## src/rtl/wb_burst_master_if.sv

```systemverilog
// Wishbone B3 bus bundle between wb_burst_master and an SDRAM controller slave.
// Ports: master drives cyc/stb/we/cti/adr/dat_o/sel; slave returns ack/dat_i.
interface wb_burst_master_if #(
  parameter int AW = 26,
  parameter int DW = 32
);
  logic            wb_cyc_o;
  logic            wb_stb_o;
  logic            wb_we_o;
  logic [2:0]      wb_cti_o;
  logic [AW-1:0]   wb_adr_o;
  logic [DW-1:0]   wb_dat_o;
  logic [DW/8-1:0] wb_sel_o;
  logic            wb_ack_i;
  logic [DW-1:0]   wb_dat_i;

  modport master (
    output wb_cyc_o, wb_stb_o, wb_we_o, wb_cti_o,
    output wb_adr_o, wb_dat_o, wb_sel_o,
    input  wb_ack_i, wb_dat_i
  );

  modport slave (
    input  wb_cyc_o, wb_stb_o, wb_we_o, wb_cti_o,
    input  wb_adr_o, wb_dat_o, wb_sel_o,
    output wb_ack_i, wb_dat_i
  );
endinterface

```

## src/rtl/wb_burst_master.sv

```systemverilog
// Wishbone B3 burst master: one (addr, len, we, sel) command becomes a
// classic single cycle (len 0) or an incrementing burst (CTI 010 .. 111).
// Ports: sys_clk, wb_rst_i (sync, active-high); cmd_* command stream;
// wr_valid/wr_ready/wr_data write beats in; rd_valid/rd_data read beats out;
// done/err completion pulse; wb = Wishbone master modport.
// Optional watchdog abort is enabled by defining WB_TIMEOUT_EN.
module wb_burst_master #(
  parameter int APP_AW  = 26,
  parameter int dw      = 32,
  parameter int LEN_W   = 8,
  parameter int TIMEOUT = 255
) (
  input  logic              sys_clk,
  input  logic              wb_rst_i,
  input  logic              cmd_valid,
  output logic              cmd_ready,
  input  logic              cmd_we,
  input  logic [APP_AW-1:0] cmd_addr,
  input  logic [LEN_W-1:0]  cmd_len,
  input  logic [dw/8-1:0]   cmd_sel,
  input  logic              wr_valid,
  output logic              wr_ready,
  input  logic [dw-1:0]     wr_data,
  output logic              rd_valid,
  output logic [dw-1:0]     rd_data,
  output logic              done,
  output logic              err,
  wb_burst_master_if.master wb
);

  localparam int LW = LEN_W + 1;
  localparam logic [APP_AW-1:0] ADR_INC = APP_AW'(dw / 8);

  typedef enum logic [1:0] {
    S_IDLE,
    S_BURST,
    S_DONE
  } state_e;

  state_e            state_q, state_d;
  logic [APP_AW-1:0] adr_q, adr_d;
  logic [LEN_W-1:0]  cnt_q, cnt_d;
  logic [LW-1:0]     load_q, load_d;
  logic              we_q, we_d;
  logic [dw/8-1:0]   sel_q, sel_d;
  logic              cls_q, cls_d;
  logic              full_q, full_d;
  logic [dw-1:0]     dat_q, dat_d;
  logic              cyc_q, cyc_d;
  logic              stb_q, stb_d;
  logic [2:0]        cti_q, cti_d;
  logic              rdv_q, rdv_d;
  logic [dw-1:0]     rdd_q, rdd_d;
  logic              done_q, done_d;
  logic              err_q, err_d;
  logic              rdy_q, rdy_d;

  logic beat;
  logic take;
  logic abort;

  assign beat = cyc_q && stb_q && wb.wb_ack_i;

  // Refill of the holding register may coincide with the beat that empties it.
  assign wr_ready = (state_q == S_BURST) && we_q &&
                    (load_q != '0) && (!full_q || beat);
  assign take     = wr_valid && wr_ready;

`ifdef WB_TIMEOUT_EN
  localparam int WDW = (TIMEOUT < 2) ? 1 : $clog2(TIMEOUT + 1);

  logic [WDW-1:0] wdog_q, wdog_d;

  always_comb begin
    wdog_d = wdog_q;
    if (state_q != S_BURST || beat) begin
      wdog_d = '0;
    end else if (stb_q) begin
      wdog_d = wdog_q + WDW'(1);
    end
  end

  // This cycle is the TIMEOUT-th stb cycle without ack.
  assign abort = (state_q == S_BURST) && stb_q && !wb.wb_ack_i &&
                 (wdog_q == WDW'(TIMEOUT - 1));

  always_ff @(posedge sys_clk) begin
    if (wb_rst_i) begin
      wdog_q <= '0;
    end else begin
      wdog_q <= wdog_d;
    end
  end
`else
  logic unused_timeout;

  assign unused_timeout = ^TIMEOUT;
  assign abort          = 1'b0;
`endif

  always_comb begin
    state_d = state_q;
    adr_d   = adr_q;
    cnt_d   = cnt_q;
    load_d  = load_q;
    we_d    = we_q;
    sel_d   = sel_q;
    cls_d   = cls_q;
    full_d  = full_q;
    dat_d   = dat_q;
    cyc_d   = cyc_q;
    cti_d   = cti_q;
    rdv_d   = 1'b0;
    rdd_d   = rdd_q;
    done_d  = 1'b0;
    err_d   = 1'b0;
    rdy_d   = rdy_q;

    unique case (state_q)
      S_IDLE: begin
        if (cmd_valid && rdy_q) begin
          state_d = S_BURST;
          adr_d   = cmd_addr;
          cnt_d   = cmd_len;
          load_d  = {1'b0, cmd_len} + LW'(1);
          we_d    = cmd_we;
          sel_d   = cmd_sel;
          cls_d   = (cmd_len == '0);
          cti_d   = (cmd_len == '0) ? 3'b000 : 3'b010;
          full_d  = 1'b0;
          cyc_d   = 1'b1;
          rdy_d   = 1'b0;
        end
      end

      S_BURST: begin
        if (beat) begin
          adr_d = adr_q + ADR_INC;
          cnt_d = cnt_q - LEN_W'(1);
          if (!cls_q) begin
            cti_d = (cnt_q == LEN_W'(1)) ? 3'b111 : 3'b010;
          end
          if (!we_q) begin
            rdv_d = 1'b1;
            rdd_d = wb.wb_dat_i;
          end
        end
        if (take) begin
          dat_d  = wr_data;
          full_d = 1'b1;
          load_d = load_q - LW'(1);
        end else if (beat) begin
          full_d = 1'b0;
        end
        if ((beat && cnt_q == '0) || abort) begin
          state_d = S_DONE;
          cyc_d   = 1'b0;
          full_d  = 1'b0;
          done_d  = 1'b1;
          err_d   = abort;
        end
      end

      S_DONE: begin
        state_d = S_IDLE;
        rdy_d   = 1'b1;
      end

      default: begin
        state_d = S_IDLE;
        cyc_d   = 1'b0;
        full_d  = 1'b0;
        rdy_d   = 1'b1;
      end
    endcase

    // Reads strobe for the whole burst; writes only while data is held.
    stb_d = (state_d == S_BURST) && (we_d ? full_d : 1'b1);
  end

  always_ff @(posedge sys_clk) begin
    if (wb_rst_i) begin
      state_q <= S_IDLE;
      adr_q   <= '0;
      cnt_q   <= '0;
      load_q  <= '0;
      we_q    <= 1'b0;
      sel_q   <= '0;
      cls_q   <= 1'b0;
      full_q  <= 1'b0;
      dat_q   <= '0;
      cyc_q   <= 1'b0;
      stb_q   <= 1'b0;
      cti_q   <= 3'b000;
      rdv_q   <= 1'b0;
      rdd_q   <= '0;
      done_q  <= 1'b0;
      err_q   <= 1'b0;
      rdy_q   <= 1'b1;
    end else begin
      state_q <= state_d;
      adr_q   <= adr_d;
      cnt_q   <= cnt_d;
      load_q  <= load_d;
      we_q    <= we_d;
      sel_q   <= sel_d;
      cls_q   <= cls_d;
      full_q  <= full_d;
      dat_q   <= dat_d;
      cyc_q   <= cyc_d;
      stb_q   <= stb_d;
      cti_q   <= cti_d;
      rdv_q   <= rdv_d;
      rdd_q   <= rdd_d;
      done_q  <= done_d;
      err_q   <= err_d;
      rdy_q   <= rdy_d;
    end
  end

  assign cmd_ready   = rdy_q;
  assign rd_valid    = rdv_q;
  assign rd_data     = rdd_q;
  assign done        = done_q;
  assign err         = err_q;
  assign wb.wb_cyc_o = cyc_q;
  assign wb.wb_stb_o = stb_q;
  assign wb.wb_we_o  = we_q;
  assign wb.wb_cti_o = cti_q;
  assign wb.wb_adr_o = adr_q;
  assign wb.wb_dat_o = dat_q;
  assign wb.wb_sel_o = sel_q;

endmodule

```

## src/flat_wrapper.sv

```systemverilog
// flat-port wrapper written by rule: the top's interface ports become plain ports
module wb_burst_master_flat 
#(
  parameter int APP_AW  = 26,
  parameter int dw      = 32,
  parameter int LEN_W   = 8,
  parameter int TIMEOUT = 255
)
  (sys_clk, wb_rst_i, cmd_valid, cmd_ready, cmd_we, cmd_addr, cmd_len, cmd_sel, wr_valid, wr_ready, wr_data, rd_valid, rd_data, done, err, wb_wb_cyc_o, wb_wb_stb_o, wb_wb_we_o, wb_wb_cti_o, wb_wb_adr_o, wb_wb_dat_o, wb_wb_sel_o, wb_wb_ack_i, wb_wb_dat_i);
  wb_burst_master_if #(.AW(26), .DW(32)) wb_i ();
  input  logic sys_clk;
  input  logic wb_rst_i;
  input  logic cmd_valid;
  output logic cmd_ready;
  input  logic cmd_we;
  input  logic [APP_AW-1:0] cmd_addr;
  input  logic [LEN_W-1:0] cmd_len;
  input  logic [dw/8-1:0] cmd_sel;
  input  logic wr_valid;
  output logic wr_ready;
  input  logic [dw-1:0] wr_data;
  output logic rd_valid;
  output logic [dw-1:0] rd_data;
  output logic done;
  output logic err;
  output wire logic [$bits(wb_i.wb_cyc_o)-1:0] wb_wb_cyc_o;
  output wire logic [$bits(wb_i.wb_stb_o)-1:0] wb_wb_stb_o;
  output wire logic [$bits(wb_i.wb_we_o)-1:0] wb_wb_we_o;
  output wire logic [$bits(wb_i.wb_cti_o)-1:0] wb_wb_cti_o;
  output wire logic [$bits(wb_i.wb_adr_o)-1:0] wb_wb_adr_o;
  output wire logic [$bits(wb_i.wb_dat_o)-1:0] wb_wb_dat_o;
  output wire logic [$bits(wb_i.wb_sel_o)-1:0] wb_wb_sel_o;
  input wire logic [$bits(wb_i.wb_ack_i)-1:0] wb_wb_ack_i;
  input wire logic [$bits(wb_i.wb_dat_i)-1:0] wb_wb_dat_i;
  assign wb_wb_cyc_o = wb_i.wb_cyc_o;
  assign wb_wb_stb_o = wb_i.wb_stb_o;
  assign wb_wb_we_o = wb_i.wb_we_o;
  assign wb_wb_cti_o = wb_i.wb_cti_o;
  assign wb_wb_adr_o = wb_i.wb_adr_o;
  assign wb_wb_dat_o = wb_i.wb_dat_o;
  assign wb_wb_sel_o = wb_i.wb_sel_o;
  assign wb_i.wb_ack_i = wb_wb_ack_i;
  assign wb_i.wb_dat_i = wb_wb_dat_i;
  wb_burst_master #(.APP_AW(APP_AW), .dw(dw), .LEN_W(LEN_W), .TIMEOUT(TIMEOUT)) u_core (.sys_clk(sys_clk), .wb_rst_i(wb_rst_i), .cmd_valid(cmd_valid), .cmd_ready(cmd_ready), .cmd_we(cmd_we), .cmd_addr(cmd_addr), .cmd_len(cmd_len), .cmd_sel(cmd_sel), .wr_valid(wr_valid), .wr_ready(wr_ready), .wr_data(wr_data), .rd_valid(rd_valid), .rd_data(rd_data), .done(done), .err(err), .wb(wb_i));
endmodule
```

## config.mk

```make
export PLATFORM = sky130hd
export DESIGN_NAME = wb_burst_master_flat
export DESIGN_NICKNAME = d
export VERILOG_FILES = /design/src/rtl/wb_burst_master_if.sv /design/src/rtl/wb_burst_master.sv /design/src/flat_wrapper.sv
export SDC_FILE = /design/constraint.sdc
export NUM_CORES = 1
export LEC_CHECK = 0
export ABC_AREA = 1
export BUFFER_PORTS_ARGS = -buffer_cell sky130_fd_sc_hd__buf_2
export CAP_MARGIN = 0
export CORE_MARGIN = 5
export CORE_UTILIZATION = 25
export DETAILED_ROUTE_END_ITERATION = 12
export GPL_TIMING_DRIVEN = 0
export HOLD_SLACK_MARGIN = 0.05
export SLEW_MARGIN = 20
export SYNTH_ARGS = -nofsm -noshare
export SYNTH_HDL_FRONTEND = slang
export SYNTH_SLANG_ARGS = --single-unit
```

## constraint.sdc

```tcl
create_clock -name sys_clk -period 1.48 [get_ports sys_clk]
set_input_delay 0.296 -clock sys_clk [delete_from_list [all_inputs] [get_ports sys_clk]]
set_output_delay 0.296 -clock sys_clk [all_outputs]
set_load 0.05 [all_outputs]
```

## Word-level counts from Yosys, hierarchy flattened

Index checks and enable logic that the tools add are counted.

| operators by class | value |
|---|---|
| magnitude comparators | 0 |
| reductions and logical operators | 26 |
| bitwise gates (word level) | 4 |
| add/sub/neg operators | 4 |
| divide/modulo/power cells | 0 |
| multiply operators | 0 |
| shift operators | 0 |
| multiplexer cells | 33 |
| equality and inequality tests | 9 |

Operators by type and width:

| kind | count |
|---|---|
| $mux 26 | 2 |
| $pmux 26 s2 | 1 |
| $add 26x3->26 const B | 1 |
| $mux 9 | 2 |
| $pmux 9 s2 | 1 |
| $logic_not 8->1 | 2 |
| $mux 8 | 2 |
| $pmux 8 s2 | 1 |
| $mux 1 | 12 |
| $mux 3 | 4 |
| $reduce_and 3->1 | 4 |
| $add 8x1->9 const B | 1 |
| $logic_and 1x1->1 | 9 |
| $reduce_bool 9->1 | 1 |
| $sub 9x1->9 const B | 1 |
| $eq 8x1->1 const B | 1 |
| $sub 8x1->8 const B | 1 |
| $mux 2 | 3 |
| $ne 2x1->1 const B | 3 |
| $pmux 1 s3 | 2 |
| $pmux 3 s2 | 1 |
| $reduce_and 2->1 | 3 |
| $eq 2x1->1 const B | 2 |
| $ne 2x2->1 const B | 2 |
| 11 further kinds | 14 |

| word-level totals | value |
|---|---|
| word-level logic and storage cells | 92 |
| bits in read-only memories | 0 |
| bits in latches | 0 |
| output and inout port bits | 105 |
| memories | 0 |
| memory bits (writable) | 0 |
| register bits | 124 |

## Logic depth before layout (Yosys ltp)

| logic depth | value |
|---|---|
| word-level depth | 10 |
| gate-level depth with buffers | 11 |
| depth with buffers taken out | 11 |

## Worst setup path after synthesis

Ideal clock, no wire load.

| timing path | value |
|---|---|
| path kind | register -> register |
| start | reg u_core.adr_q[2], in the netlist u_core.wb.wb_adr_o[2] |
| end | reg u_core.adr_q[18], in the netlist u_core.wb.wb_adr_o[18] |
| library setup time | 0.132 ns |
| arrival time | 1.754 ns |
| setup slack | -0.406 ns |
| stages on the path, launching flop included | 9 |
| buffers on the path | 0 |
| period minus slack after synthesis | 1.886 ns |
| cells stage by stage | dfxtp_1 -> ha_1 -> nand2_1 -> nor2_1 -> nand2_1 -> o21ai_0 -> nand3_1 -> nand2_1 -> a21oi_1 |

| on the way | value |
|---|---|
| cells in the longest elaborated chain, start to end | 3 |

Ends and longest elaborated chain:

| what | RTL line | text |
|---|---|---|
| from (decl) | wb_burst_master.sv:41 | `logic [APP_AW-1:0] adr_q, adr_d;` |
| from (signal assigned) | wb_burst_master.sv:202 | `adr_q <= adr_d;` |
| $add 26x3->26 | wb_burst_master.sv:138 | `adr_d = adr_q + ADR_INC;` |
| $mux 26 | wb_burst_master.sv:137 | `if (beat) begin` |
| $pmux 26 s2 | wb_burst_master.sv:119 | `unique case (state_q)` |

Every way passes these cells. The select of a mux whose other input is x is not followed.
A chain may end at the register's enable or synchronous reset.

## Worst setup path after layout

| timing path | value |
|---|---|
| start | reg u_core.load_q[1] |
| end | out wr_ready |

| on the way | value |
|---|---|
| cells in the longest elaborated chain, start to end | 3 |

Ends and longest elaborated chain:

| what | RTL line | text |
|---|---|---|
| from (decl) | wb_burst_master.sv:43 | `logic [LW-1:0] load_q, load_d;` |
| from (signal assigned) | wb_burst_master.sv:204 | `load_q <= load_d;` |
| $reduce_bool 9->1 | wb_burst_master.sv:66 | `(load_q != '0) && (!full_q \|\| beat);` |
| $logic_and 1x1->1 | wb_burst_master.sv:65 | `assign wr_ready = (state_q == S_BURST) && we_q &&` |
| $logic_and 1x1->1 | wb_burst_master.sv:66 |  |
| to (decl) | flat_wrapper.sv:20 | `output logic wr_ready;` |

Every way passes these cells.

==> flow_summary.yaml <==
detailed_routing:
  dr.pass1.iters: 6
  initialDrtViolationCount: 339
  drt-wirelength-per-cell_um: 15.3
  vias_per_cell: 4.51
  vias: 6514
  wl_mm: 22.1
  drc_errors: 0
  postRouteAntennaNets: 0
flow_run:
  drv_cap: 0
critical_path:
  crit_required_ns: 1.18
  worstSetupStartpointType: "flip-flop"
  crit_buf_inv: 4
  max_stage_delay_ns: 0.32
  cp.arrival_ns: 1.62
  end_kind: "output pin"
  path_class: "flip-flop to output pin"
  crit_slowest_cell: "dfxtp_2"
  critPathMaxFanout: 2
  critical-path-top-delay-family: "simple AND/OR/NAND/NOR gates"
  worstPathCellList: "inv_2, ha_4, inv_2, nor2_1, nand4_1, and2_4, buf_12, buf_12"
yosys:
  synthCells: 861
  synth_top_area_cell: "dfxtp_1"
  synth_cell_types: 38
  synth_warnings: 0
  synth_seq_area_share: 0.402
  yosysMostFrequentCell: "nor2_1"
  netlist.area_leader.share: 0.402
  syn_area_um2: 6130
  syn_area_per_cell_um2: 7.12
  ys_top_cells_by_count: "nor2_1 (173), nand2_1 (166), dfxtp_1 (123), o21ai_0 (84), a21oi_1 (61)"
  yosys_most_used_dff: "dfxtp_1"
  synth_seq_cells: 123
  synth_edf_count: 0
  syn_nets: 977
  ys_async_sr_fraction: 0
  synth_area_leaders: "dfxtp_1 (40%), nor2_1 (11%), nand2_1 (10%)"
clocking:
  root_buffer: "clkbuf_16"
  cts_buffer_depth: 2
  insertion_delay_ns: 0.42
  cts_tree: "yes"
  clkSinkCount: 123
  numCtsBuffers: 17
  cts.htree.levels: 4
  clkTransAtPathRegs_ns: 0.05
  hold_buffers: 0
die:
  dieWidth_um: 167
  rows: 57
  io_pins: 213
  die_h_um: 167
  die_area_um2: 27800
  start_util: 0.253
  core_area_um2: 24200
timing:
  slew_violations: 0
  fmax_mhz: 522
  setup_ws_ns: -0.434
  hold_viol: 0
  max-slew-margin-rel: 0.450
  setup_viol: 40
  finalCriticalPeriod_ns: 1.91
  fin_crit_sh: 1.29
  worst_pin_slew_ns: 0.824
  clock_skew_ns: 0.0140
  rsz0062_at_grt: "true"
  setup-tns-final_ns: -3.12
global_routing:
  grt_max_degree: 17
  antenna_found_initial: 1
  grt_pass1_vias: 6315
  grt-ovfl-total: 0
  grt_use_total: 0.154
  grt_first_pass_wirelength_mm: 34.3
layout:
  syn_to_final_growth_pct: 43.9
  antenna_cells: 0
  fin_nets: 1226
  drive_gt1_frac: 0.422
  final_cells: 1445
place:
  pre_cts_slack_ns: -0.332
  port_buffers: 210
  dp_hpwl_mm: 16.4
  gp_congestion: 0.884
  dpl.cell_count: 1395
hold_path:
  hold_class: "primary input to flip-flop"
power:
  p_per_area_nw_per_um2: 1110
  total_power_w: 0.00979
  peakVddDrop_uv: 682
  p_leak_nw: 3.72
run_status:
  failed_checks: "negative setup slack"
  outcome: "finished, violations left"
[state kept, by name (all words and copies together) (netlist names), 2 cells and up]
signal	flops
u_core.cnt_q	8
u_core.load_q	9
u_core.rd_data	32
u_core.state_q	2
u_core.wb.wb_adr_o	26
u_core.wb.wb_cti_o	2
u_core.wb.wb_dat_o	32
u_core.wb.wb_sel_o	4
[worst reg2reg max path, cell delays in order, from the launching register on]
cell     delay (ns)
dfxtp_2        0.32
inv_2          0.08
ha_4           0.13
inv_2          0.03
nor2_1         0.07
nand4_1        0.13
buf_4          0.18
nand3_4        0.13
nand2_4        0.10
buf_6          0.15
o21ai_2        0.15
nor2_2         0.06
[worst paths after layout]
check | from | end | slack, ns | depth (start not counted)
hold reg to reg | u_core.wb.wb_dat_o[7]$_SDFFE_PP0P_ | u_core.wb.wb_dat_o[7]$_SDFFE_PP0P_ | 0.46 | 2
hold / removal | cmd_sel[0] | u_core.wb.wb_sel_o[0]$_SDFFE_PP0P_ | 0.1 | 3
setup / recovery | u_core.load_q[1]$_SDFFE_PP0P_ | wr_ready | -0.43 | 8
setup reg to reg | u_core.load_q[1]$_SDFFE_PP0P_ | u_core.load_q[3]$_SDFFE_PP0P_ | -0.15 | 11
[repair_timing]
| item | in CTS | in global routing |
|---|---|---|
| pin swaps | 9 | 35 |
| endpoints found under the setup margin | 103 | 107 |
| gates resized for setup | 54 | 123 |
| setup buffers | 13 | 10 |
| cloned | 3 | 0 |
[kinds of logic after synthesis]
group           count (synthesis)  synth area share
simple gates                  438             0.325
flops                         123             0.402
fa+ha+maj                       8            0.0163
other cells                     1          0.000612
buf+inv                        99            0.0755
xor+xnor                       17            0.0243
compound gates                175             0.157
[through the flow]
| stage | util | cell area [um^2] | hold slack [ns] |
|---|---|---|---|
| 6_report | 0.364 | 8820 | 0.0975 |
| 5_1_grt | 0.364 | 8820 | 0.112 |
| 2_1_floorplan | - | 6200 | 0.431 |
| 4_1_cts | 0.348 | 8430 | 0.0883 |
| 3_5_place_dp | 0.316 | 7660 | 0.458 |
| 3_3_place_gp | 0.316 | 7660 | 0.448 |
[placed cells by master, fill, tap and decap left out, types with 13 or more instances in the layout]
cell       count
buf_2        217
clkbuf_16     17
nand3_1       34
nand3_2       32
nand2_2       22
dfxtp_2       19
a21oi_2       29
buf_4         18
a21oi_1       48
inv_1         40
nor2_1       155
o21ai_0       74
dfxtp_1       93
nor2_2        13
nand2_1      136
[power by group]
group          internal (W)  switching (W)  leakage [nW]
combinational      0.000714        0.00140          2.43
sequential          0.00351       0.000205          1.02
clock               0.00245        0.00151         0.273
[final cells by class]
type / count / area, um^2
multi-input combinational: 639 / 3540
inverter: 50 / 201
buffer: 47 / 329
clock buffer: 22 / 484
sequential: 123 / 2530
timing repair buffer: 232 / 1260
fill: 2626 / 15400
tap: 324 / 405
clock inverter: 8 / 70.1
[routing by layer]
layer,up-vias,wire (um),GRT usage
li1,3300,-,-
met1,2976,9590,0.188
met2,203,10400,0.256
met3,33,1590,0.0519
met4,2,494,0.0487
met5,-,7,0
(Power assumes the default switching activity.)
